`src/rtl/car_window_counter.sv`:
```
// Car counter: synchronizes and debounces a presence sensor, keeps a saturating
// running total and the car count of the last completed clk_2s-based window.
module car_window_counter #(
  parameter int WIN_TICKS = 30,
  parameter int DEB_CYC   = 1000,
  parameter int CNT_W     = 8
) (
  input  logic             clk,
  input  logic             rst,
  input  logic             clk_2s,
  input  logic             car_sensor,
  input  logic             clr,
  output logic [CNT_W-1:0] car_total,
  output logic [CNT_W-1:0] car_rate,
  output logic             rate_valid,
  output logic             car_present
);

  localparam int DEB_W  = $clog2(DEB_CYC + 1);
  localparam int TICK_W = $clog2(WIN_TICKS + 1);

  localparam logic [DEB_W-1:0]  DEB_LAST  = DEB_W'(DEB_CYC - 1);
  localparam logic [DEB_W-1:0]  DEB_ONE   = DEB_W'(1);
  localparam logic [TICK_W-1:0] TICK_LAST = TICK_W'(WIN_TICKS - 1);
  localparam logic [TICK_W-1:0] TICK_ONE  = TICK_W'(1);
  localparam logic [TICK_W-1:0] TICK_ZERO = TICK_W'(0);
  localparam logic [CNT_W-1:0]  CNT_MAX   = {CNT_W{1'b1}};
  localparam logic [CNT_W-1:0]  CNT_ONE   = CNT_W'(1);
  localparam logic [CNT_W-1:0]  CNT_ZERO  = {CNT_W{1'b0}};

  typedef enum logic [1:0] {
    S_IDLE    = 2'd0,
    S_DEB_ON  = 2'd1,
    S_PRESENT = 2'd2,
    S_DEB_OFF = 2'd3
  } state_t;

  function automatic logic [CNT_W-1:0] sat_inc(input logic [CNT_W-1:0] val);
    if (val == CNT_MAX) begin
      sat_inc = val;
    end else begin
      sat_inc = val + CNT_ONE;
    end
  endfunction

  logic              sens_meta_r, sens_sync_r;
  logic              clk2s_meta_r, clk2s_sync_r, clk2s_prev_r;
  logic [1:0]        arm_r;
  logic              tick_s, win_close_s;
  state_t            state_r, state_nx_s;
  logic [DEB_W-1:0]  deb_cnt_r, deb_cnt_nx_s;
  logic              car_evt_s, car_evt_r;
  logic              car_present_r;
  logic [TICK_W-1:0] tick_cnt_r;
  logic [CNT_W-1:0]  win_cnt_r, car_total_r, car_rate_r;
  logic              rate_valid_r;

  // Input synchronizers, clk_2s edge register and tick arming after reset
  always_ff @(posedge clk or posedge rst) begin
    if (rst) begin
      sens_meta_r  <= 1'b0;
      sens_sync_r  <= 1'b0;
      clk2s_meta_r <= 1'b0;
      clk2s_sync_r <= 1'b0;
      clk2s_prev_r <= 1'b0;
      arm_r        <= 2'd0;
    end else begin
      sens_meta_r  <= car_sensor;
      sens_sync_r  <= sens_meta_r;
      clk2s_meta_r <= clk_2s;
      clk2s_sync_r <= clk2s_meta_r;
      clk2s_prev_r <= clk2s_sync_r;
      arm_r        <= (arm_r == 2'd3) ? arm_r : arm_r + 2'd1;
    end
  end

  // The sync chain fills only after release, so a level already high then is not an edge
  assign tick_s      = clk2s_sync_r & ~clk2s_prev_r & (arm_r == 2'd3);
  assign win_close_s = tick_s & (tick_cnt_r == TICK_LAST);

  // Debounce next-state logic
  always_comb begin
    state_nx_s   = state_r;
    deb_cnt_nx_s = deb_cnt_r;
    car_evt_s    = 1'b0;
    case (state_r)
      S_IDLE: begin
        if (sens_sync_r) begin
          state_nx_s   = S_DEB_ON;
          deb_cnt_nx_s = DEB_ONE;
        end else begin
          state_nx_s   = S_IDLE;
        end
      end
      S_DEB_ON: begin
        if (!sens_sync_r) begin
          state_nx_s   = S_IDLE;
        end else if (deb_cnt_r == DEB_LAST) begin
          state_nx_s   = S_PRESENT;
          car_evt_s    = 1'b1;
        end else begin
          deb_cnt_nx_s = deb_cnt_r + DEB_ONE;
        end
      end
      S_PRESENT: begin
        if (!sens_sync_r) begin
          state_nx_s   = S_DEB_OFF;
          deb_cnt_nx_s = DEB_ONE;
        end else begin
          state_nx_s   = S_PRESENT;
        end
      end
      S_DEB_OFF: begin
        if (sens_sync_r) begin
          state_nx_s   = S_PRESENT;
        end else if (deb_cnt_r == DEB_LAST) begin
          state_nx_s   = S_IDLE;
        end else begin
          deb_cnt_nx_s = deb_cnt_r + DEB_ONE;
        end
      end
      default: begin
        state_nx_s   = S_IDLE;
        deb_cnt_nx_s = DEB_W'(0);
      end
    endcase
  end

  // FSM state, registered presence flag and registered car event (clr drops a pending event)
  always_ff @(posedge clk or posedge rst) begin
    if (rst) begin
      state_r       <= S_IDLE;
      deb_cnt_r     <= DEB_W'(0);
      car_present_r <= 1'b0;
      car_evt_r     <= 1'b0;
    end else begin
      state_r       <= state_nx_s;
      deb_cnt_r     <= deb_cnt_nx_s;
      car_present_r <= (state_nx_s == S_PRESENT) || (state_nx_s == S_DEB_OFF);
      car_evt_r     <= car_evt_s & ~clr;
    end
  end

  // Running total, window count, tick counter and per-window rate
  always_ff @(posedge clk or posedge rst) begin
    if (rst) begin
      car_total_r  <= CNT_ZERO;
      win_cnt_r    <= CNT_ZERO;
      tick_cnt_r   <= TICK_ZERO;
      car_rate_r   <= CNT_ZERO;
      rate_valid_r <= 1'b0;
    end else if (clr) begin
      car_total_r  <= CNT_ZERO;
      win_cnt_r    <= CNT_ZERO;
      tick_cnt_r   <= TICK_ZERO;
      car_rate_r   <= CNT_ZERO;
      rate_valid_r <= 1'b0;
    end else begin
      car_total_r <= car_evt_r ? sat_inc(car_total_r) : car_total_r;
      if (win_close_s) begin
        // A car landing on the closing cycle belongs to the new window
        car_rate_r   <= win_cnt_r;
        rate_valid_r <= 1'b1;
        tick_cnt_r   <= TICK_ZERO;
        win_cnt_r    <= car_evt_r ? CNT_ONE : CNT_ZERO;
      end else begin
        rate_valid_r <= 1'b0;
        tick_cnt_r   <= tick_s ? tick_cnt_r + TICK_ONE : tick_cnt_r;
        win_cnt_r    <= car_evt_r ? sat_inc(win_cnt_r) : win_cnt_r;
      end
    end
  end

  assign car_total   = car_total_r;
  assign car_rate    = car_rate_r;
  assign rate_valid  = rate_valid_r;
  assign car_present = car_present_r;

endmodule
```
`config.mk`:
```
export PLATFORM = sky130hd
export DESIGN_NAME = car_window_counter
export DESIGN_NICKNAME = d
export VERILOG_FILES = /design/src/rtl/car_window_counter.sv
export SDC_FILE = /design/constraint.sdc
export NUM_CORES = 1
export LEC_CHECK = 0
export CAP_MARGIN = 5
export CELL_PAD_IN_SITES_DETAIL_PLACEMENT = 2
export CELL_PAD_IN_SITES_GLOBAL_PLACEMENT = 2
export CORE_MARGIN = 2
export CORE_UTILIZATION = 35
export CTS_CLUSTER_DIAMETER = 30
export DETAILED_ROUTE_END_ITERATION = 7
export GPL_ROUTABILITY_DRIVEN = 0
export PLACE_DENSITY_LB_ADDON = 0.1
export SLEW_MARGIN = 20
export SYNTH_ARGS = -nofsm -noshare
export SYNTH_HDL_FRONTEND = slang
export SYNTH_SLANG_ARGS = --single-unit
```
`constraint.sdc`:
```
create_clock -name clk -period 4.8 [get_ports clk]
set_input_delay 1.44 -clock clk [delete_from_list [all_inputs] [get_ports clk]]
set_output_delay 1.44 -clock clk [all_outputs]
set_load 0.01 [all_outputs]
```
==> metrics.txt, run 1 <==
clk slew on worst S/H paths 110 ps; synthesized area 0.00240 mm²; worst setup path start car_present; Worst Hold Class reg -> reg; share of cells above drive strength 1 0.0956; Mean Syn Cell Area 10.6 µm²; slowest stage delay, CP 570 ps; WL/cell 16.8 µm; Hold Slack 354 ps; H-tree depth 2; ant diodes 0; Num Clock Sinks 50; CP required 3360 ps; CORE AREA 0.00672 mm²; post-synthesis mux area share 0.0604; Yosys reg bits 50; Startpoint Class flip-flop; CTS tree built; period utilisation layout 0.579; via count 1819; Syn-to-layout area delta 17.6%; Worst R2R Start arm_r[0]; cts repair resizes 0; setup TNS 0 ps; Synth Flop Type dfrtp_1; Synth cell types 43; Pwr per Cell Area 276 mW/mm²; WP buf/inv 1; largest net degree at the start of global routing 51; Rows 30; die width 86.8 µm; outcome complete, no violations; CTS buffer count 5; crit path cell chain clkdlybuf4s50_1; final setup fails 0; Sequential cell area 0.00125 mm²; clock skew 15.5 ps; most common cell after layout, fill and taps aside dfrtp_1; min Tclk post-route 2780 ps; post-synthesis compound-gate area fraction 0.119; critical path type reg -> out; sequential element share of the synthesized area 0.521; hold-critical path depth 0; RSZ-0062 raised after global routing no; total I/O pin count 23; Yosys top cell area share 0.521; R2R cell count 5; r2r setup slk 2830 ps; Post-Synth XOR/XNOR Area 0.0474; Worst Path Max Fanout 5; dominant delay contributor by cell family on the critical path buffers and inverters; DRC 0; Hold-fix buffers, CTS 0; Detailed Route Iter0 Violations 48; share of flip-flops with an asynchronous set or reset 1.00; DRT Pass-1 Iters 4; dpl hpwl 3910 µm; FF-to-FF End win_cnt_r[0]; FMAX 0.360 GHz; cells after synthesis 226; slowest CP cell clkdlybuf4s50_1; Total Routing Usage GR 0.163; final hold vios 0; max-slew violation count 0; Yosys Warn Count 0; Peak VDD IR 0.151 mV; clock buffer depth 2; Clock Latency Late Sink 310 ps; EDFF count, synth 0; slew at the pin with the worst max-slew slack 900 ps; fin nets 261; Synth Area in Adders 0.0313; IO Port Bufs 22; first-pass GRT wire length 9730 µm; Filler cells 712; Hold Path End clk2s_sync_r; Crit path depth 1; die area 0.00754 mm²; setup bufs post-CTS 0; Detailed Route WL 5570 µm; via density per instance 5.50; Starting Density 0.358; combinational family with the most area after synthesis simple AND/OR/NAND/NOR gates; vias in the first global route 1996; post-layout util 0.420; post-synthesis net count 237; Vert. Die Dim 86.8 µm; initial antenna violation count 0; simple-gate area share of the yosys netlist 0.198; max_slew headroom 0.400; Worst Path Arrival 1340 ps; Synth area leaders dfrtp_1 52%, mux2i_1 4.2%, xnor2_1 4.0%; area of the multi-input gates 0.00110 mm²; max-cap violations 0; commonest cells after routing, fill and taps aside 50 x dfrtp_1, 24 x nor2_1, 22 x clkdlybuf4s50_1, 18 x nand2_1; dominant cell type by area after synthesis dfrtp_1; Root Driver clkbuf_8; Hold Startpoint clk2s_meta_r; CP Capture Type output port; Pleak 1.12 nW; Overflow after GRT 0; Post-DRT Antenna Nets 0
cells by family (layout without fill, tap and decap cells):
group / count (synthesis) / in the layout
buf+inv: 13 / 38
flops: 50 / 50
mux: 14 / 14
fa+ha+maj: 6 / 6
simple gates: 91 / 91
compound gates: 39 / 39
xor+xnor: 13 / 13
flip-flops by register name (all words and copies together) (netlist names):
| register | count |
|---|---|
| sens_meta_r | 1 |
| state_r | 1 |
| car_rate | 8 |
| clk2s_meta_r | 1 |
| sens_sync_r | 1 |
| car_evt_r | 1 |
| car_total | 8 |
| tick_cnt_r | 5 |
| car_present | 1 |
| rate_valid | 1 |
| deb_cnt_r | 10 |
| clk2s_sync_r | 1 |
| win_cnt_r | 8 |
| clk2s_prev_r | 1 |
| arm_r | 2 |
worst reg2reg max path, stage by stage (launching register included):
cell and delay (ps):
dfrtp_1 380, ha_1 240, nand3b_1 240, nor2_2 600, nor4b_1 110, a311o_1 290
through the flow:
stage                     setup WS [ps]  cell area [µm²]  power [mW]  cells
after global placement             1910             2710       0.485    323
after CTS                          2010             2820       0.796    331
after global routing               1960             2830       0.815    331
final                              2020             2830       0.781    331
after floorplan                    2160             2400       0.470    226
after detailed placement           1870             2710       0.487    323
final cells by class:
type | count | share of cell area
Clock buffer | 5 | 0.0244
Clock inverter | 3 | 0.0159
Inverter | 6 | 0.00930
Multi-Input combinational cell | 163 | 0.389
Sequential cell | 50 | 0.443
Tap cell | 80 | 0.0354
Timing Repair Buffer | 24 | 0.0833
how the worst max path moves through the flow:
| stage | slack (ps) | end |
|---|---|---|
| 2_1_floorplan | 2160 | arm_r[0] |
| 3_3_place_gp | 1910 | win_cnt_r[0] |
| 3_5_place_dp | 1870 | win_cnt_r[0] |
| 4_1_cts | 2010 | car_present |
| 5_1_grt | 1960 | car_present |
| 6_report | 2020 | car_present |
layer usage:
layer / global-route usage / vias to the layer above / part of all wire
li1: - / 870 / -
met1: 0.219 / 933 / 0.47
met2: 0.272 / 10 / 0.50
met5: 0 / - / 0
met3: 0.0229 / 6 / 0.015
met4: 0.0511 / 0 / 0.012
synthesized netlist by cell type (2+ instances only):
cell type  count
a2111oi_2      2
a211oi_1       4
a21oi_1        7
a31oi_1        4
and3_1         3
and4_1         2
buf_2          3
clkbuf_1       4
dfrtp_1       50
ha_1           6
inv_1          5
mux2_2         4
mux2i_1       10
nand2_1       18
nand3_1       11
nand4_1        8
nor2_1        25
nor2b_1        2
nor3_1         7
nor4b_1        3
o21ai_0       10
o31ai_1        3
or3_1          4
xnor2_1       11
xor2_1         2
where the power goes:
part | total (mW) | switching, mW | leakage, nW | internal [mW]
Combinational | 0.0389 | 0.0259 | 0.401 | 0.0130
Sequential | 0.437 | 0.00889 | 0.669 | 0.428
Clock | 0.305 | 0.150 | 0.0504 | 0.155
No activity file was read; power rests on OpenSTA's default activity.
==> inputs of run 2 (changes only) <==
==> constraint.sdc (replaced) <==
create_clock -name clk -period 2.67 [get_ports clk]
set_input_delay 0.801 -clock clk [delete_from_list [all_inputs] [get_ports clk]]
set_output_delay 0.801 -clock clk [all_outputs]
set_load 0.01 [all_outputs]
==> metrics.txt, run 2 (synthesis gave the netlist of run 1 again) <==
outcome complete, no violations (unchanged); highest metal used met4 (unchanged); slowest stage delay, CP 570 ps (about the same); Detailed Route Iter0 Violations 64 (was 48); Starting Density 0.358 (unchanged); commonest cells after routing, fill and taps aside 50 x dfrtp_1, 25 x nor2_1, 22 x clkdlybuf4s50_1, 18 x nand2_1 (was 50 x dfrtp_1, 24 x nor2_1, 22 x clkdlybuf4s50_1, 18 x nand2_1); clock skew 9.73 ps (was 15.5 ps); slowest CP cell clkdlybuf4s50_1 (unchanged); vias in the first global route 1995 (was 1996); met3 WL 87 µm (was 83 µm); critical path type reg -> out (unchanged); WP buf/inv 1 (unchanged); max FFs per register 10 (unchanged); total I/O pin count 23 (unchanged); die area 0.00754 mm² (unchanged); DRC 0 (unchanged); WL met2 2780 µm (was 2770 µm); Total Routing Usage GR 0.163 (about the same); Worst Hold Class reg -> reg (unchanged); Rows 30 (unchanged); max_slew headroom 0.649 (was 0.400); dpl ws 374 ps (was 1870 ps); final hold vios 0 (unchanged); Overflow after GRT 0 (unchanged); WL/cell 16.5 µm (was 16.8 µm); wire length on met1 2590 µm (was 2650 µm); Vert. Die Dim 86.8 µm (unchanged); largest net degree at the start of global routing 51 (unchanged); most common cell after layout, fill and taps aside dfrtp_1 (unchanged); setup TNS 0 ps (unchanged); Pwr per Cell Area 465 mW/mm² (was 276 mW/mm²); final setup fails 0 (unchanged); via count 1817 (was 1819); cts repair resizes 0 (unchanged); CP required 1870 ps (was 3360 ps); period utilisation layout 0.797; via density per instance 5.44 (was 5.50); max-cap violations 0 (unchanged); Detailed Route WL 5510 µm (was 5570 µm); CORE AREA 0.00672 mm² (unchanged); first-pass GRT wire length 9820 µm (was 9730 µm); RSZ-0062 raised after global routing no (unchanged); CTS buffer count 5 (unchanged); die width 86.8 µm (unchanged); Worst Path Arrival 1330 ps (was 1340 ps); Num Clock Sinks 50 (unchanged); FMAX 0.470 GHz; IO Port Bufs 22 (unchanged); dominant delay contributor by cell family on the critical path buffers and inverters (unchanged); share of cells above drive strength 1 0.0984 (was 0.0956); dpl hpwl 3920 µm (was 3910 µm); CTS tree built (unchanged); Worst Setup Slack, final 541 ps (was 2020 ps); Root Driver clkbuf_8 (unchanged); Startpoint Class flip-flop (unchanged); slew at the pin with the worst max-slew slack 522 ps (was 900 ps); Clock Latency Late Sink 300 ps (was 310 ps); setup bufs post-CTS 0 (unchanged); Pleak 1.14 nW (was 1.12 nW); Most flops, register deb_cnt_r (unchanged); DRT Pass-1 Iters 4 (unchanged); Pwr Total 1.32 mW (was 781 µW); crit path cell chain clkdlybuf4s50_1 (unchanged); clk slew on worst S/H paths 90 ps (was 110 ps); ant diodes 0 (unchanged); clock buffer depth 2 (unchanged); H-tree depth 2 (unchanged); fin nets 264 (was 261); CP Capture Type output port (unchanged); Post-DRT Antenna Nets 0 (unchanged); max-slew violation count 0 (unchanged); Syn-to-layout area delta 18.0% (was 17.6%); initial antenna violation count 0 (unchanged); min Tclk post-route 2130 ps; Hold-fix buffers, CTS 0 (unchanged); Worst Path Max Fanout 5 (unchanged); Peak VDD IR 0.308 mV (was 0.151 mV)
[run 2: cell types whose count changed in the layout (fill, tap and decap cells not counted)]
cell        change
buf_12          +1
nor2_2          -1
inv_2           +1
bufinv_16       -1
clkbuf_8        +1
nor2_1          +1
buf_4           +2
clkinvlp_4      -2
clkbuf_1        +1
[run 2: area by class of cell]
type                    instances  area [µm²]
clock buffers                   7        86.3
clock inverters                 1        5.00
fillers                       732        3880
inverters                       6        25.0
multi-input cells             163        1100
flip-flops and latches         50        1250
well taps                      80         100
repair buffers                 27         270
[run 2: power breakdown]
| part | switching, mW | total [mW] | internal, mW | leakage [nW] |
|---|---|---|---|---|
| clock | 0.249 | 0.458 | 0.210 | 0.0482 |
| sequential | 0.0164 | 0.786 | 0.770 | 0.669 |
| combinational | 0.0461 | 0.0736 | 0.0275 | 0.421 |
[run 2: path summary, 6_finish.rpt]
kind / startpoint / to / slack (ps) / cells after the start
hold reg to reg: sens_meta_r / sens_sync_r / 360 / 0
hold / removal: sens_meta_r / sens_sync_r / 360 / 0
setup reg to reg: arm_r[0] / win_cnt_r[2] / 820 / 5
setup / recovery: car_total[0] / car_total[0] / 540 / 1
min in group asynchronous: rst / car_total[3] / 860 / 3
max in group asynchronous: rst / car_total[5] / 1570 / 3
[run 2: per-stage QoR]
stage               instance area [µm²]  hold slack [ps]  utilization  instances
global placement                   2740              333        0.408        326
CTS                                2830              365        0.422        334
global route                       2830              376        0.422        334
detailed placement                 2740              342        0.408        326
finish                             2830              361        0.422        334
floorplan                          2400              331            -        226
[run 2: layer usage]
metal,track usage,vias to the layer above
li1,-,873
met1,0.220,930
met2,0.269,9
met3,0.0314,5
met4,0.0426,0
met5,0,-
